===== src/rtl/la_program_sequencer.sv =====
// la_program_sequencer: host-side initiator for the core's logic-analyzer port.
// Loads instruction words into IRAM with the core held in reset, then releases
// reset and toggles a programmed number of core clocks. Finally it sweeps the
// register-file read port and streams each captured value over valid/ready.
// Optional build macro: LA_DRAM_DUMP_EN adds a DRAM sweep after the registers.
module la_program_sequencer #(
  parameter int IRAM_DEPTH      = 16,
  parameter int NUM_REGS        = 32,
  parameter int SETTLE_CYCLES   = 2,
  parameter int DRAM_DUMP_DEPTH = 16
) (
  input  logic         clk,
  input  logic         rst_n,
  input  logic         start,
  input  logic [4:0]   num_words,
  input  logic [15:0]  run_cycles,
  output logic         busy,
  output logic         done,
  input  logic         word_valid,
  input  logic [31:0]  word_data,
  output logic         word_ready,
  output logic         dump_valid,
  input  logic         dump_ready,
  output logic [31:0]  dump_data,
  output logic [7:0]   dump_index,
  output logic         dump_src,
  output logic [127:0] la_data_in,
  output logic [127:0] la_oenb,
  input  logic [127:0] la_data_out
);

  typedef enum logic [3:0] {
    IDLE, LOAD_WAIT, LOAD_HI, LOAD_LO, RELEASE, RUN_HI, RUN_LO,
    DUMP_SEL, DUMP_SETTLE, DUMP_OUT, DONE
  } state_e;

  localparam logic [4:0]  MaxWords   = 5'(IRAM_DEPTH);
  localparam logic [7:0]  LastReg    = 8'(NUM_REGS - 1);
  localparam logic [15:0] LastSettle = 16'(SETTLE_CYCLES - 1);

  state_e      state_q;
  logic [31:0] instr_q;
  logic [3:0]  iramIdx_q;
  logic        iramWe_q;
  logic [7:0]  dramSel_q;
  logic [4:0]  regSel_q;
  logic        coreRstN_q;
  logic        coreClk_q;
  logic [4:0]  numWords_q;
  logic [15:0] runCycles_q;
  logic [15:0] cycleCnt_q;
  logic [15:0] settleCnt_q;
  logic [7:0]  index_q;
  logic        busy_q;
  logic        done_q;
  logic        wordReady_q;
  logic        dumpValid_q;
  logic        dumpSrc_q;
  logic [31:0] dumpData_q;
  logic [7:0]  dumpIndex_q;

  logic [4:0]  numClamped;
  logic        startAccept;
  logic        phaseIsDram;
  logic        regEnd;
  logic        sweepEnd;
  logic        unusedLaBits;

  assign numClamped  = (num_words > MaxWords) ? MaxWords : num_words;
  assign startAccept = start && ((state_q == IDLE) || (state_q == DONE));

`ifdef LA_DRAM_DUMP_EN
  localparam logic [7:0] LastDram = 8'(DRAM_DUMP_DEPTH - 1);
  logic dramPhase_q;

  assign phaseIsDram  = dramPhase_q;
  assign regEnd       = !dramPhase_q && (index_q == LastReg);
  assign sweepEnd     = dramPhase_q && (index_q == LastDram);
  assign unusedLaBits = ^{la_data_out[127:96], la_data_out[31:0]};

  // Tracks whether the dump has moved past the register file into DRAM.
  always_ff @(posedge clk or negedge rst_n) begin
    if (!rst_n) begin
      dramPhase_q <= 1'b0;
    end else if (startAccept) begin
      dramPhase_q <= 1'b0;
    end else if ((state_q == DUMP_OUT) && dump_ready && regEnd) begin
      dramPhase_q <= 1'b1;
    end
  end
`else
  assign phaseIsDram  = 1'b0;
  assign regEnd       = 1'b0;
  assign sweepEnd     = (index_q == LastReg);
  assign unusedLaBits = ^{la_data_out[127:96], la_data_out[31:0]} ^ (DRAM_DUMP_DEPTH < 1);
`endif

  assign la_data_in = {76'd0, coreClk_q, coreRstN_q, regSel_q, dramSel_q,
                       iramWe_q, iramIdx_q, instr_q};
  assign la_oenb    = '0;
  assign busy       = busy_q;
  assign done       = done_q;
  assign word_ready = wordReady_q;
  assign dump_valid = dumpValid_q;
  assign dump_data  = dumpData_q;
  assign dump_index = dumpIndex_q;
  assign dump_src   = dumpSrc_q;

  // Sequencer FSM: load, release, run, dump; every LA field and output is registered here.
  always_ff @(posedge clk or negedge rst_n) begin
    if (!rst_n) begin
      state_q     <= IDLE;
      instr_q     <= '0;
      iramIdx_q   <= '0;
      iramWe_q    <= 1'b0;
      dramSel_q   <= '0;
      regSel_q    <= '0;
      coreRstN_q  <= 1'b0;
      coreClk_q   <= 1'b0;
      numWords_q  <= '0;
      runCycles_q <= '0;
      cycleCnt_q  <= '0;
      settleCnt_q <= '0;
      index_q     <= '0;
      busy_q      <= 1'b0;
      done_q      <= 1'b0;
      wordReady_q <= 1'b0;
      dumpValid_q <= 1'b0;
      dumpSrc_q   <= 1'b0;
      dumpData_q  <= '0;
      dumpIndex_q <= '0;
    end else begin
      case (state_q)
        IDLE, DONE: begin
          if (start) begin
            numWords_q  <= numClamped;
            runCycles_q <= run_cycles;
            coreRstN_q  <= 1'b0;
            coreClk_q   <= 1'b0;
            regSel_q    <= '0;
            dramSel_q   <= '0;
            done_q      <= 1'b0;
            busy_q      <= 1'b1;
            index_q     <= '0;
            if (numClamped == 5'd0) begin
              state_q <= RELEASE;
            end else begin
              state_q     <= LOAD_WAIT;
              wordReady_q <= 1'b1;
            end
          end
        end
        LOAD_WAIT: begin
          if (word_valid && wordReady_q) begin
            instr_q     <= word_data;
            iramIdx_q   <= index_q[3:0];
            iramWe_q    <= 1'b1;
            wordReady_q <= 1'b0;
            state_q     <= LOAD_HI;
          end
        end
        LOAD_HI: begin
          coreClk_q <= 1'b1;
          state_q   <= LOAD_LO;
        end
        LOAD_LO: begin
          coreClk_q <= 1'b0;
          iramWe_q  <= 1'b0;
          index_q   <= index_q + 8'd1;
          if ((index_q + 8'd1) == {3'b000, numWords_q}) begin
            state_q <= RELEASE;
          end else begin
            state_q     <= LOAD_WAIT;
            wordReady_q <= 1'b1;
          end
        end
        RELEASE: begin
          coreRstN_q <= 1'b1;
          instr_q    <= '0;
          cycleCnt_q <= runCycles_q;
          index_q    <= '0;
          state_q    <= (runCycles_q == 16'd0) ? DUMP_SEL : RUN_HI;
        end
        RUN_HI: begin
          coreClk_q <= 1'b1;
          state_q   <= RUN_LO;
        end
        RUN_LO: begin
          coreClk_q  <= 1'b0;
          cycleCnt_q <= cycleCnt_q - 16'd1;
          state_q    <= (cycleCnt_q == 16'd1) ? DUMP_SEL : RUN_HI;
        end
        DUMP_SEL: begin
          if (phaseIsDram) begin
            dramSel_q <= index_q;
          end else begin
            regSel_q <= index_q[4:0];
          end
          settleCnt_q <= '0;
          state_q     <= DUMP_SETTLE;
        end
        DUMP_SETTLE: begin
          settleCnt_q <= settleCnt_q + 16'd1;
          if (settleCnt_q >= LastSettle) begin
            dumpData_q  <= phaseIsDram ? la_data_out[63:32] : la_data_out[95:64];
            dumpIndex_q <= index_q;
            dumpSrc_q   <= phaseIsDram;
            dumpValid_q <= 1'b1;
            state_q     <= DUMP_OUT;
          end
        end
        DUMP_OUT: begin
          if (dump_ready) begin
            dumpValid_q <= 1'b0;
            if (sweepEnd) begin
              busy_q  <= 1'b0;
              done_q  <= 1'b1;
              state_q <= DONE;
            end else begin
              index_q <= regEnd ? 8'd0 : (index_q + 8'd1);
              state_q <= DUMP_SEL;
            end
          end
        end
        default: state_q <= IDLE;
      endcase
    end
  end

endmodule


===== config.mk =====
export PLATFORM = sky130hd
export DESIGN_NAME = la_program_sequencer
export DESIGN_NICKNAME = d
export VERILOG_FILES = /design/src/rtl/la_program_sequencer.sv
export SDC_FILE = /design/constraint.sdc
export NUM_CORES = 1
export LEC_CHECK = 0
export ABC_AREA = 0
export ABC_CLOCK_PERIOD_IN_PS = 5100
export CELL_PAD_IN_SITES_DETAIL_PLACEMENT = 0
export CELL_PAD_IN_SITES_GLOBAL_PLACEMENT = 1
export CORE_MARGIN = 8
export CORE_UTILIZATION = 30
export DETAILED_ROUTE_END_ITERATION = 7
export PLACE_DENSITY_LB_ADDON = 0.1
export SLEW_MARGIN = 20
export SYNTH_ARGS = -nofsm -noshare
export SYNTH_HDL_FRONTEND = slang
export SYNTH_SLANG_ARGS = --single-unit

===== constraint.sdc =====
create_clock -name clk -period 5.1 [get_ports clk]
set_input_delay 1.02 -clock clk [delete_from_list [all_inputs] [get_ports clk]]
set_output_delay 1.02 -clock clk [all_outputs]
set_load 0.005 [all_outputs]

==> impl_results.md, run 1 <==
* Sink Count at 153
* Diode count at 0
* Worst Path Class, Setup: in -> reg
* CTS Root Cell: clkbuf_16
* Slowest stage delay, CP at about 0.66 ns
* CP Cell Sequence: clkdlybuf4s50_1 > or3b_1 > a21oi_2 > o21ai_2 > and3b_1 > a31oi_1
* Row count at 62
* Placed Instances at 1440
* Clk_skew at ~0.012 ns
* Outcome: complete, no violations
* Worst EP required at 5.38 ns
* Setup crit end kind: flop
* Avg Inst Size Synth at 9.58 sq um
* Clock Pin Slew Worst Setup and Hold Paths at 0.07 ns
* GP Congestion at 0.738
* Core area at 28800 sq um
* DRC violations left at 0
* CP Launch Type: input pin
* Worst Path Arrival at 3.03 ns
* Warning count from the yosys run at 0
* Yosys reg bits at ~150
* Hold Vio Cnt, Final at 0
* Average wire per standard cell at roughly 16 um
* Yosys cell types at 68
* Final setup vio count at 0
* Post-synthesis sequential area ratio at 43.5%
* Core Util, Final at 37.1%
* Pwr/cell area at slightly below 500 nW/um^2
* Cell Count, Final, Fillers Out at 1472
* Drt pass-1 iters at 4
* Starting Density at 30.6%
* CTS tree: done
* Fin. max-slew vios at 0
* Post-synth EDFFs at 0
* CTS Buf Count at 17
* Lkg Pwr at 4.82 nW
* Max clock buf depth at 2
* Clock latency on the worst-skew pair at 0.43 ns
* HPWL after detailed placement at between 15000 and 20000 um
* Die Wd at around 190 um
* Top Ports at between 400 and 500
* Fin nets at 1267
* Hold slack at 0.474 ns
* Synth top area share at 43.5%
* PortBufs at 177
* Top post-synthesis cells by area: dfrtp_1 (44%), buf_4 (19%), nand2_1 (4.9%), mux2_1 (4.6%), o21ai_0 (3.7%)
* Routed vias at about 6300
* Mapped Area at 8800 sq um
* Area grow syn2layout at 21.5%
* Slowest cell on the critical path: clkdlybuf4s50_1
* Syn Inst Count at 918
* FMAX at between 300 and 400 MHz
* Number of routed nets with antenna violations at 0
* Relative slew slack at 40.7%
* Setup TNS at 0 ns
* Async set-or-reset flop fraction in the synthesized netlist at 100%
* Initial antenna violation count at 2
* Power Total at 5.31 mW
* Die ar. at ~35000 sq um
* Worst-Margin Slew at between 0.8 and 0.9 ns
* Drt total wl at 24000 um
* Vias in the first global route at 6506
* Hold_buf cts at 0
* Share of cells above drive strength 1 at roughly 6.8%
* Leading area contributor after synthesis: dfrtp_1
* Unrepaired setup endpoints after global routing: no
* First-pass GRT wire length at 38000 um
* 1st-iter DRT viols at about 340
* Largest net degree at the start of global routing at 93
* Vias per cell at 4.28
* Peak supply drop at approximately 0.21 mV
* Most used DFF post-synth: dfrtp_1
* Min cycle time layout at ~2.7 ns
* Fin crit share at between 50% and 60%
* Post-cts resize count at 0
* Grt total ovfl at 0
* GRT Total Usage at 13.3%
* Worst-path fanout max at 14
* CTS H-tree depth at 4
* Hold/Removal Path Class: reg -> reg
* Setup Fix Bufs, Post-CTS at 0
* Die height at 187 um
* Number of max-cap violations at 0
-- stage by stage --
stage	instance area [sq um]	worst slack, ns
2_1_floorplan	9590	2.82
3_3_place_gp	10100	1.92
3_5_place_dp	10100	1.92
4_1_cts	10700	2.38
5_1_grt	10700	2.21
6_report	10700	2.35
-- cell usage after synthesis, drive strengths merged, types with 6 or more instances --
cell / count
inv: 16
ha: 6
mux2i: 10
nor4: 7
nand4: 7
o211ai: 6
nand3: 31
mux2: 60
clkbuf: 23
a31oi: 10
or4: 7
and3: 8
nand2: 114
a21oi: 29
buf: 236
nor2: 31
dfrtp: 153
o21ai: 67
nor3: 13
xnor2: 8
nand2b: 11
-- area by class of cell --
cell class                 count  area [sq um]
clock buffer                  17           425
clock inverter                15           176
fill                        2958         18100
inverter                      17          63.8
multi-input combinational    701          3880
sequential                   153          3830
tap                          384           480
timing repair buffer         185          1830
-- layout by cell type (no fill, tap or decap), types with 11 or more instances in the layout --
cell type        synthesis  final
a21oi_1                 28     28
clkbuf_16                0     17
clkdlybuf4s50_1          0    176
conb_1                   1    213
dfrtp_1                153    153
inv_1                   16     16
mux2_1                  36     36
mux2_2                  24     24
nand2_1                114    114
nand2b_1                11     11
nand3_1                 31     31
nor2_1                  31     30
o21ai_0                 65     65
-- cells by family after synthesis --
kind of cell    synth area share, %
xor+xnor                      0.996
buf+inv                        21.5
flops                          43.5
simple gates                   13.6
mux                            8.82
other cells                  0.0426
compound gates                 10.6
fa+ha+maj                     0.853
-- worst max-delay path, delay by kind of cell --
family	cells	cell delay (ns)
AND/OR/NAND/NOR	2	0.65
buffers and inverters	1	0.66
AO/OA/AOI/OAI	3	0.69
-- per-layer routing --
layer  share of wire [%]  vias up  track usage, %
met5               0.096        -               0
met3                 6.5       11            3.64
met1                  46     3010            18.2
met2                  46      225            20.6
met4                0.60        4            2.96
li1                    -     3048               -
-- where the power goes --
part           internal (mW)  switching [mW]
Combinational           1.01           0.982
Sequential              1.64           0.378
Clock                  0.703           0.597
Total                   3.35            1.96
-- state kept, by name (all words and copies together) (netlist names), 4 cells and up --
signal and count:
numWords_q 5, index_q 8, dump_index 8, state_q 4, cycleCnt_q 16, regSel_q 5
runCycles_q 16, settleCnt_q 16, instr_q 32, iramIdx_q 4, dump_data 32
-- path summary, 6_finish.rpt --
| kind | start | to | slack [ns] | depth (start not counted) |
|---|---|---|---|---|
| worst min-delay path | settleCnt_q[15] | settleCnt_q[15] | 0.47 | 1 |
| worst max register to register | state_q[2] | dump_data[0] | 2.56 | 5 |
| min in group asynchronous | rst_n | dump_data[6] | 0.65 | 1 |
| worst min register to register | settleCnt_q[15] | settleCnt_q[15] | 0.47 | 1 |
| max in group asynchronous | rst_n | instr_q[17] | 3.37 | 2 |
| worst max-delay path | start | index_q[2] | 2.35 | 6 |
Note: power is estimated with default switching activity, not from simulation.
==> run 2: changes to the inputs <==
- ABC_CLOCK_PERIOD_IN_PS: 5100 -> 2400
- CORE_UTILIZATION: 30 -> 25
- clock period: 5.1 -> 2.4 ns (I/O delays scaled with it)
==> impl_results.md, run 2 (same netlist as run 1, synthesis figures left out) <==
* Register share of total power at 36.7%
* Unrepaired setup endpoints after global routing: no
* Fin crit share at 92.7%
* CTS Buf Count at 17
* Drt total wl at roughly 27000 um
* Clk_skew at between 0.015 and 0.02 ns
* Outcome: complete, no violations
* Hold path depth at 1
* Worst R2R Start: index_q[0]
* Worst Path Arrival at around 2.6 ns
* Grt total ovfl at 0
* Combinational power share at 40.5%
* Clk network pwr share at a little under a quarter
* Setup TNS at 0 ns
* Hold slack at around 0.47 ns
* GRT Total Usage at 12.8%
* Core area at 34600 sq um
* Min cycle time layout at 2.22 ns
* Core Util, Final at 32.0%
* Hold Vio Cnt, Final at 0
* Switch share at 36.6%
* Placed Instances at 1543
* First-pass GRT wire length at 41400 um
* Setup crit end kind: flop
* Cell Count, Final, Fillers Out at 1576
* Relative slew slack at about 64%
* Vias per cell at 4.12
* Number of max-cap violations at 0
* HPWL after detailed placement at 20900 um
* FMAX at 449 MHz
* CTS tree: done
* Lkg Pwr at 4.99 nW
* R2R depth at 6
* Initial antenna violation count at 1
* DRC violations left at 0
* GP Congestion at 0.763
* Worst Hold Path EP: settleCnt_q[15]
* Worst-path fanout max at 8
* Die height at 204 um
* Vias in the first global route at about 6700
* Top Ports at 487
* Largest net degree at the start of global routing at 44
* Hold/Removal Path Class: reg -> reg
* Fin. max-slew vios at 0
* Peak supply drop at 0.511 mV
* Max clock buf depth at 2
* Average wire per standard cell at 17.2 um
* Worst EP required at 2.76 ns
* Worst setup margin at 0.175 ns
* CP Launch Type: flop
* Row count at roughly 70
* Fin nets at 1300
* CTS Root Cell: clkbuf_16
* Worst R2R Setup Slack at 0.18 ns
* Pre-CTS setup slack at -0.0150 ns
* PortBufs at between 150 and 200
* Final setup vio count at 0
* Most frequent cells in the layout: conb_1 (213), clkdlybuf4s50_1 (176), dfrtp_1 (153)
* Drt pass-1 iters at 6
* Internal power at 7.32 mW
* # fillers at 3694
* Worst-Margin Slew at 0.539 ns
* Clock Pin Slew Worst Setup and Hold Paths at 0.07 ns
* Commonest non-fill, non-tap cell in the layout: conb_1
* Worst Setup SP: index_q[0]
* NetSw at 4.22 mW
* Sink Count at between 150 and 200
* CTS H-tree depth at 4
* 1st-iter DRT viols at 240
* Clock latency on the worst-skew pair at 0.44 ns
* Diode count at 0
* Worst Path Class, Setup: reg -> reg
* Die Wd at 204 um
* Pwr/cell area at 1040 nW/um^2
* Reg-to-Reg End: index_q[2]
* Number of routed nets with antenna violations at 0
* Die ar. at 41500 sq um
* Area grow syn2layout at 26.1%
* Share of cells above drive strength 1 at 9.46%
* Routed vias at 6494
* Setup Fix Bufs, Post-CTS at 0
* Beginning of the worst hold path: settleCnt_q[15]
* Starting Density at about a quarter
==> run 2: cell count changes in the layout (fill, tap and decap cells not counted), moves of 2 or more <==
cell	previous run	this run
buf_4	8	32
buf_12	0	8
clkinvlp_4	1	6
inv_8	4	0
clkinv_2	0	3
inv_6	5	2
clkinv_8	2	0
==> run 2: through the flow <==
| step | instance area, sq um | power (mW) |
|---|---|---|
| after floorplan | 9590 | 6.86 |
| after global placement | 10500 | 9.03 |
| after detailed placement | 10500 | 9.06 |
| after CTS | 11100 | 11.8 |
| after global routing | 11100 | 12.5 |
| final | 11100 | 11.5 |
==> run 2: cell type report <==
type	count	area, sq um	share of cell area, %
clock buffers	18	439	3.96
inverters	17	63.8	0.575
multi-input cells	701	3880	35.0
repair buffers	218	2180	19.7
well taps	455	569	5.13
flip-flops and latches	153	3830	34.5
clock inverters	14	125	1.13
==> run 2: how the worst max path moves through the flow <==
stage                             to  slack (ns)  depth (start not counted)
after CTS                 index_q[7]         0.1                          6
after global placement    state_q[0]       -0.04                          6
after detailed placement  state_q[0]       -0.01                          6
after global routing      index_q[2]        0.05                          6
final                     index_q[2]        0.18                          6
after floorplan           index_q[3]        0.47                          7
==> run 2: worst max-delay path, stage by stage (launching register included) <==
cell and delay (ns):
dfrtp_1 0.52, ha_2 0.32, and3_1 0.25, and4b_1 0.38, o211ai_1 0.14, and3b_1 0.30
a31oi_1 0.23
==> run 2: metal layers <==
layer,GRT usage [%],share of wire (%),up-vias
met5,0,0.048,-
met4,4.09,1.4,2
met3,3.81,6.8,21
met2,20.2,46,236
met1,16.7,45,3122
li1,-,-,3113
==> run 2: what timing repair did <==
| action | CTS | global route |
|---|---|---|
| hold buffers | 1 | 0 |
| hold endpoints to repair | 39 | 0 |
| gates resized for setup | 0 | 1 |
| endpoints found under the setup margin | 0 | 5 |
==> run 2: power by group through the flow <==
stage	Clock, mW	Sequential [mW]	Combinational [mW]
global route	2.86	4.40	5.21
finish	2.63	4.23	4.67
CTS	2.77	4.26	4.75
floorplan	0	4.05	2.81
detailed placement	0	4.32	4.74
global placement	0	4.29	4.74
==> run 3: changes to the inputs <==
- CORE_MARGIN: 8 -> unset
==> impl_results.md, run 3 (same netlist as run 1, synthesis figures left out) <==
* Pwr/cell area at 1060 nW/um^2
* Number of routed nets with antenna violations at 0
* Post-cts resize count at 0
* First-pass GRT wire length at 36000 um
* Row count at 68
* CTS H-tree depth at 4
* Sink Count at 153
* 1st-iter DRT viols at 229
* Internal power at 7.66 mW
* Drt total wl at roughly 24000 um
* Die height at ~190 um
* CTS Buf Count at 17
* Hold Vio Cnt, Final at 2
* Slowest stage delay, CP at 0.55 ns
* Diode count at 0
* Share of cells above drive strength 1 at a little under a tenth
* Clock Pin Slew Worst Setup and Hold Paths at 0.06 ns
* Met2 WL at 10700 um
* Average wire per standard cell at 14.9 um
* Fin nets at 1301
* DRC violations left at 0
* Fin. max-slew vios at 0
* Outcome: finished, violations left
* Die Wd at 190 um
* CP Launch Type: flop
* Hold_buf cts at 0
* Hold/Removal Path Class: in -> async
* Hold slack at -0.000185 ns
* # fillers at 3674
* Core area at 34600 sq um
* Power Total at 11.8 mW
* Vias in the first global route at 6062
* Metal-1 WL at 11200 um
* Worst EP required at 2.73 ns
* Commonest non-fill, non-tap cell in the layout: conb_1
* Worst Path Arrival at ~2.5 ns
* Min cycle time layout at 2.16 ns
* FMAX at about 460 MHz
* Worst setup margin at 0.245 ns
* Fin crit share at 89.8%
* NetSw at about 4.1 mW
* Top Ports at 487
* Largest net degree at the start of global routing at 55
* Max clock buf depth at 2
* HPWL after detailed placement at around 17000 um
* Setup crit end kind: flop
* Setup Fix Bufs, Post-CTS at 0
* Pre-CTS setup slack at -0.00243 ns
* Die ar. at 35900 sq um
* Peak supply drop at 0.585 mV
* Top Metal Used: met4
* GP Congestion at 0.725
* Register share of total power at 35.9%
* Number of max-cap violations at 0
* Met3 wire length at 1360 um
* Worst-path fanout max at 7
* CTS Root Cell: clkbuf_16
* Worst-Margin Slew at 0.584 ns
* Switch share at 35.1%
* Slowest cell on the critical path: or4_1
* Clock latency on the worst-skew pair at 0.44 ns
* Clk network pwr share at 25.3%
* Grt total ovfl at 0
* CP Cell Sequence: ha_1 > and3_1 > nand3_1 > a32oi_1 > or4_1 > a32o_1
* Combinational power share at 38.8%
* Vias per cell at 4.08
* Worst Path Class, Setup: reg -> reg
* Initial antenna violation count at 0
* Lkg Pwr at roughly 5.0 nW
* Most frequent cells in the layout: conb_1 (213), clkdlybuf4s50_1 (176), dfrtp_1 (153)
* Clk_skew at 0.0121 ns
* Routed vias at 6440
* CTS tree: done
* Starting Density at 25.4%
* Failing checks: hold timing
* Unrepaired setup endpoints after global routing: no
* GRT Total Usage at 13.1%
* Relative slew slack at 61.1%
* Drt pass-1 iters at 4
* Area grow syn2layout at 26.9%
* Final setup vio count at 0
* PortBufs at roughly 180
run 3: final cells by class:
| cell class | instances | area (sq um) | share of cell area, % |
|---|---|---|---|
| Multi-Input combinational cell | 701 | 3880 | 34.8 |
| Sequential cell | 153 | 3830 | 34.3 |
| Timing Repair Buffer | 219 | 2180 | 19.5 |
| Tap cell | 455 | 569 | 5.10 |
| Clock buffer | 19 | 453 | 4.06 |
| Clock inverter | 13 | 191 | 1.72 |
| Inverter | 17 | 63.8 | 0.572 |
run 3: per-stage QoR:
step                      TNS [ns]  util [%]  instances  instance area, sq um
after global routing             0      32.2       1577                 11200
after global placement           0      30.4       1545                 10500
final                            0      32.2       1577                 11200
after floorplan                  0         -       1130                  9590
after detailed placement  -0.00243      30.4       1545                 10500
after CTS                        0      32.2       1577                 11200
run 3: path summary, 6_finish.rpt:
check	from	slack (ns)	depth (start not counted)	end
max	index_q[0]	0.24	6	word_ready
min	rst_n	-0.0002	1	instr_q[18]
max reg2reg	index_q[0]	0.24	6	word_ready
min reg2reg	settleCnt_q[15]	0.49	1	settleCnt_q[15]
max in group asynchronous	rst_n	1.75	2	runCycles_q[1]
min in group clk	settleCnt_q[15]	0.49	1	settleCnt_q[15]
run 3: per-layer routing:
layer | global-route usage (%) | vias up
met1 | 17.8 | 3082
li1 | - | 3096
met4 | 3.88 | 0
met2 | 20.2 | 250
met3 | 3.38 | 12
met5 | 0 | -
run 3: power by group through the flow:
stage / registers (mW) / logic [mW] / clock network, mW
after floorplan: 4.05 / 2.81 / 0
after global placement: 4.27 / 4.68 / 0
after detailed placement: 4.30 / 4.67 / 0
after CTS: 4.25 / 4.68 / 3.11
after global routing: 4.38 / 5.13 / 3.21
final: 4.23 / 4.58 / 2.99
run 3: critical path, delay by kind of cell, from the launching register on:
family                   cells  cell delay (ns)
AO/OA/AOI/OAI                2             0.36
flip-flops                   1             0.44
adder cells (fa/ha/maj)      1             0.31
AND/OR/NAND/NOR              3             0.93
